### src/rtl/fifo_level.sv
// Synchronous FIFO with binary pointers, occupancy level, almost-full/almost-empty flags and flush.
// Define FIFO_LEVEL_ERRFLAG_EN to build the sticky overflow/underflow flags (ovf/udf).
module fifo_level #(
  parameter int CUT_READY         = 0,
  parameter int ZEROOUT_WHENEMPTY = 0,
  parameter int DP                = 16,
  parameter int DW                = 16,
  parameter int LW                = $clog2(DP + 1)
) (
  input  logic          clk,
  input  logic          rst_n,
  input  logic          flush,
  input  logic          w_req,
  output logic          unfull,
  input  logic [DW-1:0] data_i,
  input  logic          r_req,
  output logic          unempty,
  output logic [DW-1:0] data_o,
  output logic [LW-1:0] level,
  input  logic [LW-1:0] af_thr,
  input  logic [LW-1:0] ae_thr,
  output logic          almost_full,
  output logic          almost_empty,
  input  logic          err_clr,
  output logic          ovf,
  output logic          udf
);

  localparam int            PW       = (DP > 1) ? $clog2(DP) : 1;
  localparam logic [PW-1:0] PTR_LAST = PW'(DP - 1);
  localparam logic [LW-1:0] LVL_FULL = LW'(DP);

  logic [DW-1:0] mem [DP];
  logic [PW-1:0] wptr;
  logic [PW-1:0] rptr;
  logic [LW-1:0] level_nxt;
  logic          wen;
  logic          ren;

  // Pointers wrap explicitly so that non-power-of-two depths work.
  function automatic logic [PW-1:0] ptr_inc(input logic [PW-1:0] p);
    return (p == PTR_LAST) ? '0 : p + 1'b1;
  endfunction

  assign ren    = r_req & unempty;
  assign unfull = (level != LVL_FULL) | ((CUT_READY == 0) & ren);
  assign wen    = w_req & unfull;

  assign almost_full  = (level >= af_thr);
  assign almost_empty = (level <= ae_thr);

  assign data_o = ((ZEROOUT_WHENEMPTY != 0) && !unempty) ? '0 : mem[rptr];

  always_comb begin
    level_nxt = level;
    if (flush)
      level_nxt = '0;
    else if (wen & ~ren)
      level_nxt = level + 1'b1;
    else if (ren & ~wen)
      level_nxt = level - 1'b1;
  end

  // unempty is registered from the next level so the read-valid output comes straight off a flop.
  always_ff @(posedge clk or negedge rst_n) begin
    if (!rst_n) begin
      wptr    <= '0;
      rptr    <= '0;
      level   <= '0;
      unempty <= 1'b0;
    end else begin
      level   <= level_nxt;
      unempty <= (level_nxt != '0);
      if (flush) begin
        wptr <= '0;
        rptr <= '0;
      end else begin
        if (wen) wptr <= ptr_inc(wptr);
        if (ren) rptr <= ptr_inc(rptr);
      end
    end
  end

  always_ff @(posedge clk) begin
    if (wen & ~flush)
      mem[wptr] <= data_i;
  end

`ifdef FIFO_LEVEL_ERRFLAG_EN
  // A new error event in the same cycle as err_clr keeps the flag set.
  always_ff @(posedge clk or negedge rst_n) begin
    if (!rst_n) begin
      ovf <= 1'b0;
      udf <= 1'b0;
    end else begin
      if (w_req & ~unfull)
        ovf <= 1'b1;
      else if (err_clr)
        ovf <= 1'b0;
      if (r_req & ~unempty)
        udf <= 1'b1;
      else if (err_clr)
        udf <= 1'b0;
    end
  end
`else
  logic unused_err_clr;
  assign unused_err_clr = err_clr;
  assign ovf = 1'b0;
  assign udf = 1'b0;
`endif

endmodule

### config.mk
export PLATFORM = sky130hd
export DESIGN_NAME = fifo_level
export DESIGN_NICKNAME = d
export VERILOG_FILES = /design/src/rtl/fifo_level.sv
export SDC_FILE = /design/constraint.sdc
export NUM_CORES = 1
export LEC_CHECK = 0
export CORE_UTILIZATION = 59
export DETAILED_ROUTE_END_ITERATION = 10
export PLACE_DENSITY = 0.9
export SYNTH_ARGS = -nofsm -noshare
export SYNTH_HDL_FRONTEND = slang
export SYNTH_SLANG_ARGS = --single-unit
export TNS_END_PERCENT = 10
### constraint.sdc
create_clock -name clk -period 4.35 [get_ports clk]
set_input_delay 1.305 -clock clk [delete_from_list [all_inputs] [get_ports clk]]
set_output_delay 1.305 -clock clk [all_outputs]
set_load 0.03 [all_outputs]
After elaboration in Yosys (flattened, before gate mapping)
Memories as Yosys holds them, arrays and structs flattened.
Cells that the tools add are included.
Operators by class
  add/subtract/negate cells: 4
  $lt $le $gt $ge: 2
  equality and inequality tests: 3
  multiplexer cells: 11
  bitwise operators: 9
  reduce and logical (&&, ||, !) cells: 3
Operator list (count)
  $mux W4: 6
  $mux W5: 3
  $add A4 B1 Y4 const B: 2
  $eq A4 B4 Y1 const B: 2
  $add A5 B1 Y5 const B: 1
  $and A1 B1 Y1: 5
  $ge A5 B5 Y1: 1
  $le A5 B5 Y1: 1
  $ne A5 B5 Y1 const B: 1
  $reduce_bool A5 Y1: 1
  $sub A5 B1 Y5 const B: 1
  $reduce_bool A2 Y1: 2
  $not A1 Y1: 3
  $mux W1: 2
  $or A1 B1 Y1: 1
Word-level totals
  flip-flop bits (word level): 14
  bits in writable memories: 256
  input bits: 32
  output and inout port bits: 27
  word-level logic and storage cells: 37
  memories kept: 1
Memory list
  mem: words 16, width 16, read ports 1, clocked after memory_dff 0, wr ports 1, RTL line 33  | logic [DW-1:0] mem [DP];

Depth between registers and ports, before layout
  depth in word-level cells: 9
  depth in mapped cells: 8
  depth with buffers taken out: 7

Worst setup path before layout
No wires, ideal clock.
  kind: input to output
  from: in ae_thr[1]
  to: out almost_empty
  arrival: 2.683 ns
  data required time: 3.045 ns
  setup slack: 0.362 ns
  cell stages on the path: 7
  path buffers: 0
  cell sequence: inv_1 -> ha_1 -> nor2b_1 -> o21a_1 -> o21a_1 -> o21a_1 -> o22ai_1
Between the ends
  word-level cells in the longest chain between the ends: 1
RTL lines
  from (decl): RTL line 21  | input logic [LW-1:0] ae_thr,
  $le A5 B5 Y1: RTL line 50  | assign almost_empty = (level <= ae_thr);
  to (decl): RTL line 23  | output logic almost_empty,
No other way between the ends.

Final worst setup path
  from: in af_thr[0]
  to: out almost_full
Between the ends
  word-level cells in the longest chain between the ends: 1
RTL lines
  from (decl): RTL line 20  | input logic [LW-1:0] af_thr,
  $ge A5 B5 Y1: RTL line 49  | assign almost_full = (level >= af_thr);
  to (decl): RTL line 22  | output logic almost_full,
No other way between the ends.

==> flow_summary.ini <==
[critical_path]
crit_arrival_ps = 2970
crit_chain = clkdlybuf4s50_1 > ha_1 > nand2b_1 > a21o_1 > a21o_1 > a21o_1 > a21o_1 > buf_2
cpLargestDelayFamily = compound AO/OA/AOI/OAI gates
cpMaxStageDelayCell = clkdlybuf4s50_1
required_ps = 3040
cp_max_fo = 1
slowest_delay_ps = 460
cp_num_buf_inv = 2
cp.depth = 8
crit_top_cell = a21o_1
critical_path_class = input port to primary output
end_kind = primary output
ff2ff_path_depth = 8
cp-start-kind = input port

[floorplanning]
die_area_mm2 = 0.0191
die_h_um = 138
fp.coreArea_mm2 = 0.0181
rows = 49
boundaryPins = 59
die_x_um = 138
initial_core_util_pct = 60.6

[global_routing]
grt_use_total_pct = 26.3
grt_pass1_vias = 6249
overflow = 0
antenna_found_initial = 1
grt_start_max_net_pins = 33
grt_pass1_wl_um = 36500

[detailed_routing]
wl_um = 24000
routed-via-count = 5820
drc = 8
wl_per_cell_um = 26.9
routed_via_density = 6.52
drtIter0Drc = 546
drtAntennaViolNets = 0
drtPass1Iterations = 8

[sta]
max_slew_margin_pct = 55.7
slew_violations = 0
fin_crit_ps = 4280
rsz0062_at_grt = no
setup_viol = 0
period_share_pct = 98.3
setup_ws_ps = 73.3
hold_slack_ps = 611
finalHoldViolations = 0
fmax_ghz = 0.234
tightest_slew_ps = 662
clock_skew_ps = 16.1

[logic_synthesis]
synthDistinctLibCells = 41
yosysTopAreaCell = edfxtp_1
synth_most_common_cell = edfxtp_1
seq_area_frac_synth_pct = 73.4
synth_commonest_cells = edfxtp_1 (256), mux4_2 (64), a21oi_1 (23)
ys.flop_type = edfxtp_1
yosys_warnings = 0
synth_top_area_share_pct = 70.2
synth_edf_count = 256
syn_avg_cell_area_um2 = 19.8
syn_area_mm2 = 0.0110
synthTopCellsByArea = edfxtp_1 (70%), mux4_2 (13%), dfrtp_1 (3.2%)
yosys_register_bits = 270
async_reset_ff_share_pct = 5.19
syn_inst = 554

[clock_network]
numCtsBuffers = 26
cts_hold_buf = 0
htree_levels = 1
cts_tree = yes
clkTransAtPathRegs_ps = 60
clk_root_buffer_cell = clkbuf_16
clkLatencyLatePin_ps = 520
clock-sinks = 270
clk_path_buf_depth = 3

[power]
power_density_mw_per_mm2 = 471
p_leak_nw = 4.26
ir_drop_uv = 300
fin_total_pwr_mw = 6.09

[final_layout]
layout-drive-gt1-share_pct = 22.5
final_cells = 892
nets = 691
post-route-util_pct = 71.5
syn_to_final_growth_pct = 18.0

[run_status]
outcome = finished with violations
violations = design-rule violations

[min_path]
whs_path_depth = 2
hold_class = flop to flop

[placement]
place_hpwl_um = 13800
pre_cts_slack_ps = -361
dp_cells = 840
port_buffers = 55
routabilityCongestion = 0.773

[job]
cap_violations = 0
==> worst paths after layout <==
path | from | to | slack [ps]
setup / recovery | af_thr[0] | almost_full | 70
hold / removal | wptr[0] | wptr[0] | 610
setup reg to reg | level[1] | mem[3][6] | 1570
hold reg to reg | wptr[0] | wptr[0] | 610
max in group asynchronous | rst_n | rptr[0] | 2670
min in group asynchronous | rst_n | rptr[1] | 1190
==> layer usage <==
| metal | vias to the layer above | routed length (um) | GRT usage, % |
|---|---|---|---|
| met5 | - | 0 | 0 |
| met4 | 0 | 1040 | 11.4 |
| met3 | 85 | 1930 | 4.16 |
| met2 | 322 | 12200 | 46.2 |
| met1 | 2986 | 8830 | 32.9 |
| li1 | 2427 | - | - |
==> power breakdown <==
group | internal, mW | switching, mW | total (mW)
Combinational | 0.468 | 0.507 | 0.975
Sequential | 2.89 | 0.0628 | 2.95
Clock | 1.25 | 0.917 | 2.16
Total | 4.61 | 1.49 | 6.09
==> final cells by class <==
class,instances,area (um^2)
Timing Repair Buffer,89,970
Inverter,15,56.3
Fill cell,1009,5160
Multi-Input combinational cell,240,2750
Tap cell,229,287
Clock buffer,31,691
Sequential cell,270,8050
Clock inverter,17,130
Antenna cell,1,2.50
==> layout by cell type (no fill, tap or decap), types with 15 or more instances in the layout <==
cell type	n
edfxtp_1	256
inv_1	15
a211oi_1	16
ha_1	17
buf_4	22
clkbuf_16	27
clkdlybuf4s50_1	46
nor2b_1	19
a21oi_1	23
mux4_2	64
mux2i_1	18
==> metrics by stage <==
| step | setup TNS, ps | area, um^2 |
|---|---|---|
| floorplan | 0 | 11000 |
| global placement | -319 | 12100 |
| detailed placement | -361 | 12100 |
| CTS | -47.6 | 12900 |
| global route | 0 | 12900 |
| finish | 0 | 12900 |
==> tightest hold or removal path, stage by stage, from the launching register on <==
cell	delay (ps)
dfrtp_1	430
nand2_1	80
a21oi_1	60
==> what timing repair did <==
action	4_1_cts	5_1_grt
buffers inserted	3	0
pin swaps	0	1
endpoints found under the setup margin	15	11
gates resized for setup	3	12
==> flip-flops by register name, indices dropped and copies added (netlist names) <==
name	cells
level	5
unempty	1
wptr	4
mem	256
rptr	4
==> logic make-up (layout without fill, tap and decap cells) <==
| logic type | Yosys count | after routing | synth area share (%) |
|---|---|---|---|
| other cells | 1 | 3 | 0.0342 |
| mux | 82 | 82 | 14.8 |
| buf+inv | 45 | 152 | 1.87 |
| simple gates | 75 | 75 | 4.00 |
| compound gates | 59 | 59 | 3.56 |
| xor+xnor | 5 | 5 | 0.400 |
| flops | 270 | 270 | 73.4 |
| fa+ha+maj | 17 | 17 | 1.94 |
(Power assumes the default switching activity.)
